--- config.mk ---
export PLATFORM = sky130hd
export DESIGN_NAME = multicycle_ctrl_flat
export DESIGN_NICKNAME = d
export VERILOG_FILES = /design/src/rtl/multicycle_ctrl_if.sv /design/src/rtl/multicycle_ctrl.sv /design/src/flat_wrapper.sv
export SDC_FILE = /design/constraint.sdc
export NUM_CORES = 1
export LEC_CHECK = 0
export CAP_MARGIN = 20
export CORE_MARGIN = 1.5
export CORE_UTILIZATION = 35
export CTS_BUF_LIST = sky130_fd_sc_hd__clkbuf_4
export CTS_CLUSTER_DIAMETER = 50
export CTS_CLUSTER_SIZE = 30
export DETAILED_ROUTE_END_ITERATION = 7
export PLACE_DENSITY = 0.59
export RECOVER_POWER = 100
export SYNTH_ARGS = -nofsm -noshare
export SYNTH_HDL_FRONTEND = slang
export SYNTH_SLANG_ARGS = --single-unit
export TNS_END_PERCENT = 10
--- constraint.sdc ---
create_clock -name clk -period 6.2 [get_ports clk]
set_clock_uncertainty 0.15 [all_clocks]
set_input_delay 1.24 -clock clk [delete_from_list [all_inputs] [get_ports clk]]
set_output_delay 1.24 -clock clk [all_outputs]
set_load 0.005 [all_outputs]
--- src/rtl/multicycle_ctrl_if.sv ---
// Memory handshake bundle between the multicycle controller and instruction/data memory.
// The controller is the master: it raises requests and consumes acks.
interface multicycle_ctrl_if;
    logic imem_req;
    logic imem_ack;
    logic dmem_req;
    logic dmem_we;
    logic dmem_ack;

    modport master (
        output imem_req,
        output dmem_req,
        output dmem_we,
        input  imem_ack,
        input  dmem_ack
    );

    modport slave (
        input  imem_req,
        input  dmem_req,
        input  dmem_we,
        output imem_ack,
        output dmem_ack
    );
endinterface

--- src/rtl/multicycle_ctrl.sv ---
// Multicycle RV32I control FSM: sequences fetch/decode/exec/mem/writeback, drives the
// datapath strobes, counts retired instructions and halts on ECALL, illegal opcode or ack timeout.
module multicycle_ctrl #(
    parameter int unsigned ACK_TIMEOUT = 255
) (
    input  logic               clk,
    input  logic               reset,
    input  logic [6:0]         opcode,
    input  logic               br_taken,
    multicycle_ctrl_if.master  mem,
    output logic               ir_we,
    output logic               pc_we,
    output logic [1:0]         pc_sel,
    output logic               rf_we,
    output logic [1:0]         wb_sel,
    output logic               halted,
    output logic               illegal,
    output logic               timeout,
    output logic [2:0]         state,
    output logic [31:0]        retired
);

    localparam int unsigned      CNT_W     = $clog2(ACK_TIMEOUT + 1);
    localparam logic [CNT_W-1:0] CNT_LIMIT = CNT_W'(ACK_TIMEOUT);

    typedef enum logic [2:0] {
        S_FETCH  = 3'd0,
        S_DECODE = 3'd1,
        S_EXEC   = 3'd2,
        S_MEM    = 3'd3,
        S_WB     = 3'd4,
        S_HALT   = 3'd5
    } state_t;

    typedef enum logic [3:0] {
        CLS_ALU     = 4'd0,
        CLS_LOAD    = 4'd1,
        CLS_STORE   = 4'd2,
        CLS_BRANCH  = 4'd3,
        CLS_UPPER   = 4'd4,
        CLS_JAL     = 4'd5,
        CLS_JALR    = 4'd6,
        CLS_SYS     = 4'd7,
        CLS_ILLEGAL = 4'd8
    } class_t;

    function automatic class_t decode_class(input logic [6:0] op);
        class_t c;
        case (op)
            7'b0110011, 7'b0010011: c = CLS_ALU;
            7'b0000011:             c = CLS_LOAD;
            7'b0100011:             c = CLS_STORE;
            7'b1100011:             c = CLS_BRANCH;
            7'b0110111, 7'b0010111: c = CLS_UPPER;
            7'b1101111:             c = CLS_JAL;
            7'b1100111:             c = CLS_JALR;
            7'b1110011:             c = CLS_SYS;
            default:                c = CLS_ILLEGAL;
        endcase
        return c;
    endfunction

    state_t            state_r, state_next;
    class_t            class_r, class_next;
    class_t            op_class_s;
    logic [CNT_W-1:0]  cnt_r, cnt_next;
    logic [31:0]       retired_r;
    logic              halted_r, illegal_r, timeout_r;

    logic              imem_req_s, dmem_req_s, dmem_we_s, ir_we_s, pc_we_s, rf_we_s;
    logic [1:0]        pc_sel_s, wb_sel_s;
    logic              retire_s, set_illegal_s, set_timeout_s;

    assign op_class_s = decode_class(opcode);

    // Next-state, strobe decode and ack-wait counter update.
    always_comb begin
        state_next    = state_r;
        class_next    = class_r;
        cnt_next      = cnt_r;
        imem_req_s    = 1'b0;
        dmem_req_s    = 1'b0;
        dmem_we_s     = 1'b0;
        ir_we_s       = 1'b0;
        pc_we_s       = 1'b0;
        rf_we_s       = 1'b0;
        pc_sel_s      = 2'd0;
        wb_sel_s      = 2'd0;
        retire_s      = 1'b0;
        set_illegal_s = 1'b0;
        set_timeout_s = 1'b0;

        case (state_r)
            S_FETCH: begin
                imem_req_s = 1'b1;
                if (mem.imem_ack) begin
                    ir_we_s    = 1'b1;
                    state_next = S_DECODE;
                end else if (cnt_r == CNT_LIMIT) begin
                    set_timeout_s = 1'b1;
                    state_next    = S_HALT;
                end else begin
                    cnt_next = cnt_r + CNT_W'(1);
                end
            end
            S_DECODE: begin
                class_next = op_class_s;
                case (op_class_s)
                    CLS_SYS: begin
                        retire_s   = 1'b1;
                        state_next = S_HALT;
                    end
                    CLS_ILLEGAL: begin
                        set_illegal_s = 1'b1;
                        state_next    = S_HALT;
                    end
                    default: state_next = S_EXEC;
                endcase
            end
            S_EXEC: begin
                case (class_r)
                    CLS_ALU, CLS_UPPER, CLS_JAL, CLS_JALR: state_next = S_WB;
                    CLS_LOAD, CLS_STORE:                   state_next = S_MEM;
                    CLS_BRANCH: begin
                        pc_we_s    = 1'b1;
                        pc_sel_s   = br_taken ? 2'd1 : 2'd0;
                        retire_s   = 1'b1;
                        state_next = S_FETCH;
                    end
                    default: state_next = S_HALT;
                endcase
            end
            S_MEM: begin
                dmem_req_s = 1'b1;
                dmem_we_s  = (class_r == CLS_STORE);
                if (mem.dmem_ack) begin
                    if (class_r == CLS_STORE) begin
                        pc_we_s    = 1'b1;
                        retire_s   = 1'b1;
                        state_next = S_FETCH;
                    end else begin
                        state_next = S_WB;
                    end
                end else if (cnt_r == CNT_LIMIT) begin
                    set_timeout_s = 1'b1;
                    state_next    = S_HALT;
                end else begin
                    cnt_next = cnt_r + CNT_W'(1);
                end
            end
            S_WB: begin
                rf_we_s    = 1'b1;
                pc_we_s    = 1'b1;
                retire_s   = 1'b1;
                state_next = S_FETCH;
                case (class_r)
                    CLS_LOAD:  wb_sel_s = 2'd1;
                    CLS_JAL:   begin wb_sel_s = 2'd2; pc_sel_s = 2'd1; end
                    CLS_JALR:  begin wb_sel_s = 2'd2; pc_sel_s = 2'd2; end
                    default:   begin wb_sel_s = 2'd0; pc_sel_s = 2'd0; end
                endcase
            end
            S_HALT:  state_next = S_HALT;
            default: state_next = S_HALT;
        endcase

        // Any state change means a fresh wait window for the next FETCH/MEM.
        if (state_next != state_r) begin
            cnt_next = '0;
        end else begin
            cnt_next = cnt_next;
        end
    end

    // State, class, wait counter, retire count and sticky halt flags.
    always_ff @(posedge clk or posedge reset) begin
        if (reset) begin
            state_r   <= S_FETCH;
            class_r   <= CLS_ILLEGAL;
            cnt_r     <= '0;
            retired_r <= 32'd0;
            halted_r  <= 1'b0;
            illegal_r <= 1'b0;
            timeout_r <= 1'b0;
        end else begin
            state_r   <= state_next;
            class_r   <= class_next;
            cnt_r     <= cnt_next;
            retired_r <= retired_r + {31'd0, retire_s};
            halted_r  <= halted_r | (state_next == S_HALT);
            illegal_r <= illegal_r | set_illegal_s;
            timeout_r <= timeout_r | set_timeout_s;
        end
    end

    // Reset overrides state decode so no strobe leaks while reset is held.
    assign mem.imem_req = imem_req_s & ~reset;
    assign mem.dmem_req = dmem_req_s & ~reset;
    assign mem.dmem_we  = dmem_we_s  & ~reset;
    assign ir_we        = ir_we_s    & ~reset;
    assign pc_we        = pc_we_s    & ~reset;
    assign rf_we        = rf_we_s    & ~reset;
    assign pc_sel       = pc_we ? pc_sel_s : 2'd0;
    assign wb_sel       = rf_we ? wb_sel_s : 2'd0;

    assign halted  = halted_r;
    assign illegal = illegal_r;
    assign timeout = timeout_r;
    assign state   = state_r;
    assign retired = retired_r;

endmodule

--- src/flat_wrapper.sv ---
// flat-port wrapper written by rule: the top's interface ports become plain ports
module multicycle_ctrl_flat 
#(
    parameter int unsigned ACK_TIMEOUT = 255
)
  (clk, reset, opcode, br_taken, ir_we, pc_we, pc_sel, rf_we, wb_sel, halted, illegal, timeout, state, retired, mem_imem_req, mem_dmem_req, mem_dmem_we, mem_imem_ack, mem_dmem_ack);
  multicycle_ctrl_if mem_i ();
  input  logic clk;
  input  logic reset;
  input  logic [6:0] opcode;
  input  logic br_taken;
  output logic ir_we;
  output logic pc_we;
  output logic [1:0] pc_sel;
  output logic rf_we;
  output logic [1:0] wb_sel;
  output logic halted;
  output logic illegal;
  output logic timeout;
  output logic [2:0] state;
  output logic [31:0] retired;
  output wire logic [$bits(mem_i.imem_req)-1:0] mem_imem_req;
  output wire logic [$bits(mem_i.dmem_req)-1:0] mem_dmem_req;
  output wire logic [$bits(mem_i.dmem_we)-1:0] mem_dmem_we;
  input wire logic [$bits(mem_i.imem_ack)-1:0] mem_imem_ack;
  input wire logic [$bits(mem_i.dmem_ack)-1:0] mem_dmem_ack;
  assign mem_imem_req = mem_i.imem_req;
  assign mem_dmem_req = mem_i.dmem_req;
  assign mem_dmem_we = mem_i.dmem_we;
  assign mem_i.imem_ack = mem_imem_ack;
  assign mem_i.dmem_ack = mem_dmem_ack;
  multicycle_ctrl #(.ACK_TIMEOUT(ACK_TIMEOUT)) u_core (.clk(clk), .reset(reset), .opcode(opcode), .br_taken(br_taken), .mem(mem_i), .ir_we(ir_we), .pc_we(pc_we), .pc_sel(pc_sel), .rf_we(rf_we), .wb_sel(wb_sel), .halted(halted), .illegal(illegal), .timeout(timeout), .state(state), .retired(retired));
endmodule
==> results.md <==
* Status: complete, but fails checks
* Initial Util at 36.4%
* Total number of vias at 2209
* WL final at 5.88 mm
* Cts bufs inserted at 5
* Share of layout cells above drive strength 1 at 5.01%
* Top-area cell type share of the netlist area at 46.2%
* First-pass GRT wire length at 10.2 mm
* GPL Wtd Cong at 0.823
* GRT Util Overall at 15.3%
* Finish-stage setup viols at 0
* DR WL/cell at 13.4 um
* Rows at 31
* Die footprint at 0.00812 sq mm
* Max FO, Critical Path at 7
* Drt pass-1 iters at 4
* Psw at 0.279 mW
* Avg Inst Size Synth at 9.55 sq um
* P_int at 0.552 mW
* Period utilization at 72.5%
* Post-synth cell types at 53
* Final nets at 353
* Post-CTS Setup Inserts at 0
* Port Buffers at 59
* Worst Hold Slack at 0.324 ns
* CTS Hold Buffers Added at 0
* VDD IR-drop max at 0.000118 V
* Die width at 90.1 um
* Mapped Cells at 278
* Fin. Hold Viols at 0
* Clock latency on the worst-skew pair at 0.36 ns
* Max Buffers Root-to-Sink at 2
* DRC viols at 0
* Ports at 60
* Crit-path slowest cell: dlygate4sd3_1
* Reg power frac at 51.1%
* Top cells by count, synth: dfrtp_1 (49), xnor2_1 (31), nand2_1 (27)
* Sequential area share after synthesis at 47.2%
* Number of global-route vias before repair at 2085
* Yosys reg bits at 50
* Post-synth EDFFs at 0
* Ys async rst share at 100%
* Crit start category: input port
* CTS root buf: clkbuf_4
* Fmax at 222 MHz
* Slew margin rel. at -35.9%
* CTS Sinks at 50
* Yosys warning total at 0
* Antenna Nets Post-Route at 0
* Power Dens Cells at 244 mW/mm^2
* Combinational power share at 25.9%
* Leakage at 1.49 nW
* Mapped Area at 0.00266 sq mm
* Fillcell total at 737
* Synth-to-Final Area Change at 28.3%
* Diode count at 0
* Arrival @ worst endpoint at 3.11 ns
* RSZ-0062 raised after global routing: no
* Slew at the pin closest to its max-slew limit at 2.04 ns
* Most frequent CP cell: dlygate4sd3_1
* Die Height at 90.1 um
* Switching portion of total power at 33.5%
* Area contributors post-synth: dfrtp_1 (46%), xnor2_1 (10%), nand3_1 (4.3%)
* Post-synth top area cell: dfrtp_1
* Max-slew violations at 41
* Setup crit end kind: output pin
* Maximum Capacitance Violations at 1
* H-Tree Level Count at 2
* Tmin final at 4.50 ns
* GRT overflow at 0
* Count leader, synth: dfrtp_1
* Worst-path cell chain: dlygate4sd3_1 -> nor3_1 -> nand3_1 -> nor3b_1 -> dlygate4sd3_1
* Reg clk slew, reported paths at 0.15 ns
* Failing checks: capacitance limit, slew limit
* 1st-iter DRT viols at 98
* Vias per cell at 5.04
* Core area at 0.00729 sq mm
* Worst hold path type: flip-flop to flip-flop
* TritonCTS clock tree: yes
* Sum Neg Setup Slack at 0 ns
* Syn Nets at 293
* CTS resizes at 0
* Setup Crit Path Kind: input port to output pin
* Slowest stage delay, CP at 0.64 ns
* Initial antenna violation count at 0
* Dpl hpwl at 4.34 mm
* Required @ worst endpoint at 4.81 ns
* Largest net degree at the start of global routing at 51
* Ys flop type: dfrtp_1
* Clock power frac at 23.1%
==> registers in the layout, indices dropped and copies added, names as in the netlist <==
register,cells
u_core.timeout,1
u_core.halted,1
u_core.retired,32
u_core.illegal,1
u_core.class_r,4
u_core.cnt_r,8
u_core.state,3
==> worst max-delay path: cells and delay by family <==
kind / cells / cell delay (ns)
buf+inv: 2 / 1.23
simple gates: 3 / 0.63
==> cells by family after synthesis <==
group                    count (synthesis)  synth area share (%)
adder cells (fa/ha/maj)                  4                  1.79
AND/OR/NAND/NOR                        133                  26.6
XOR/XNOR                                37                  12.2
flip-flops                              50                  47.2
multiplexers                             1                 0.377
AO/OA/AOI/OAI                           35                  9.05
buffers and inverters                   18                  2.78
==> final timing paths <==
path,startpoint,endpoint,slack [ns],cells after the start
worst max-delay path,reset,pc_sel[1],1.70,5
worst min-delay path,u_core.retired[31],u_core.retired[31],0.32,1
worst max register to register,u_core.state[0],u_core.retired[28],3.05,10
worst min register to register,u_core.retired[31],u_core.retired[31],0.32,1
max in group asynchronous,reset,u_core.retired[1],2.34,3
min in group asynchronous,reset,u_core.state[0],1.31,2
==> metal layers <==
metal | up-vias | global-route usage [%] | routed length (um)
li1 | 1101 | - | -
met1 | 1058 | 21.3 | 2860
met2 | 43 | 24.4 | 2760
met3 | 7 | 2.37 | 177
met4 | 0 | 4.76 | 79
met5 | - | 0 | 0
==> area by class of cell <==
type	count	area [sq um]	area share (%)
clock inverter	2	37.5	1.10
sequential	50	1250	36.8
clock buffer	6	45.0	1.32
tap	99	124	3.64
inverter	11	41.3	1.21
timing repair buffer	60	594	17.4
multi-input combinational	210	1310	38.5
==> power by group through the flow <==
stage	Combinational [mW]	Sequential [mW]	Clock (mW)
after floorplan	0.155	0.398	0
after global placement	0.228	0.431	0
after detailed placement	0.228	0.432	0
after CTS	0.230	0.425	0.201
after global routing	0.245	0.434	0.214
final	0.215	0.424	0.191
==> metrics by stage <==
step,power (mW),util [%],worst slack [ns],cells,area [sq um]
after detailed placement,0.659,45.8,1.82,429,3340
after floorplan,0.554,-,2.91,278,2660
final,0.830,46.7,1.70,438,3410
after global placement,0.659,45.8,1.87,429,3340
after CTS,0.856,46.9,1.81,437,3420
after global routing,0.893,46.7,1.55,438,3410
==> layout by cell type (no fill, tap or decap), types with 2 or more instances in the layout <==
cell type        instances
dlygate4sd3_1           52
dfrtp_1                 49
xnor2_1                 31
nand2_1                 27
nor2_1                  24
nand3_1                 23
nor3_1                  17
inv_1                   11
nand4_1                  9
a21oi_1                  7
clkdlybuf4s50_1          7
o21ai_0                  6
xor2_1                   6
clkbuf_4                 6
nand2b_1                 5
a31oi_1                  5
nor2b_1                  4
and4_1                   4
nor4_1                   3
and3_1                   3
ha_1                     3
or2_2                    2
nor4b_1                  2
a211oi_1                 2
o21bai_1                 2
(Power assumes the default switching activity.)
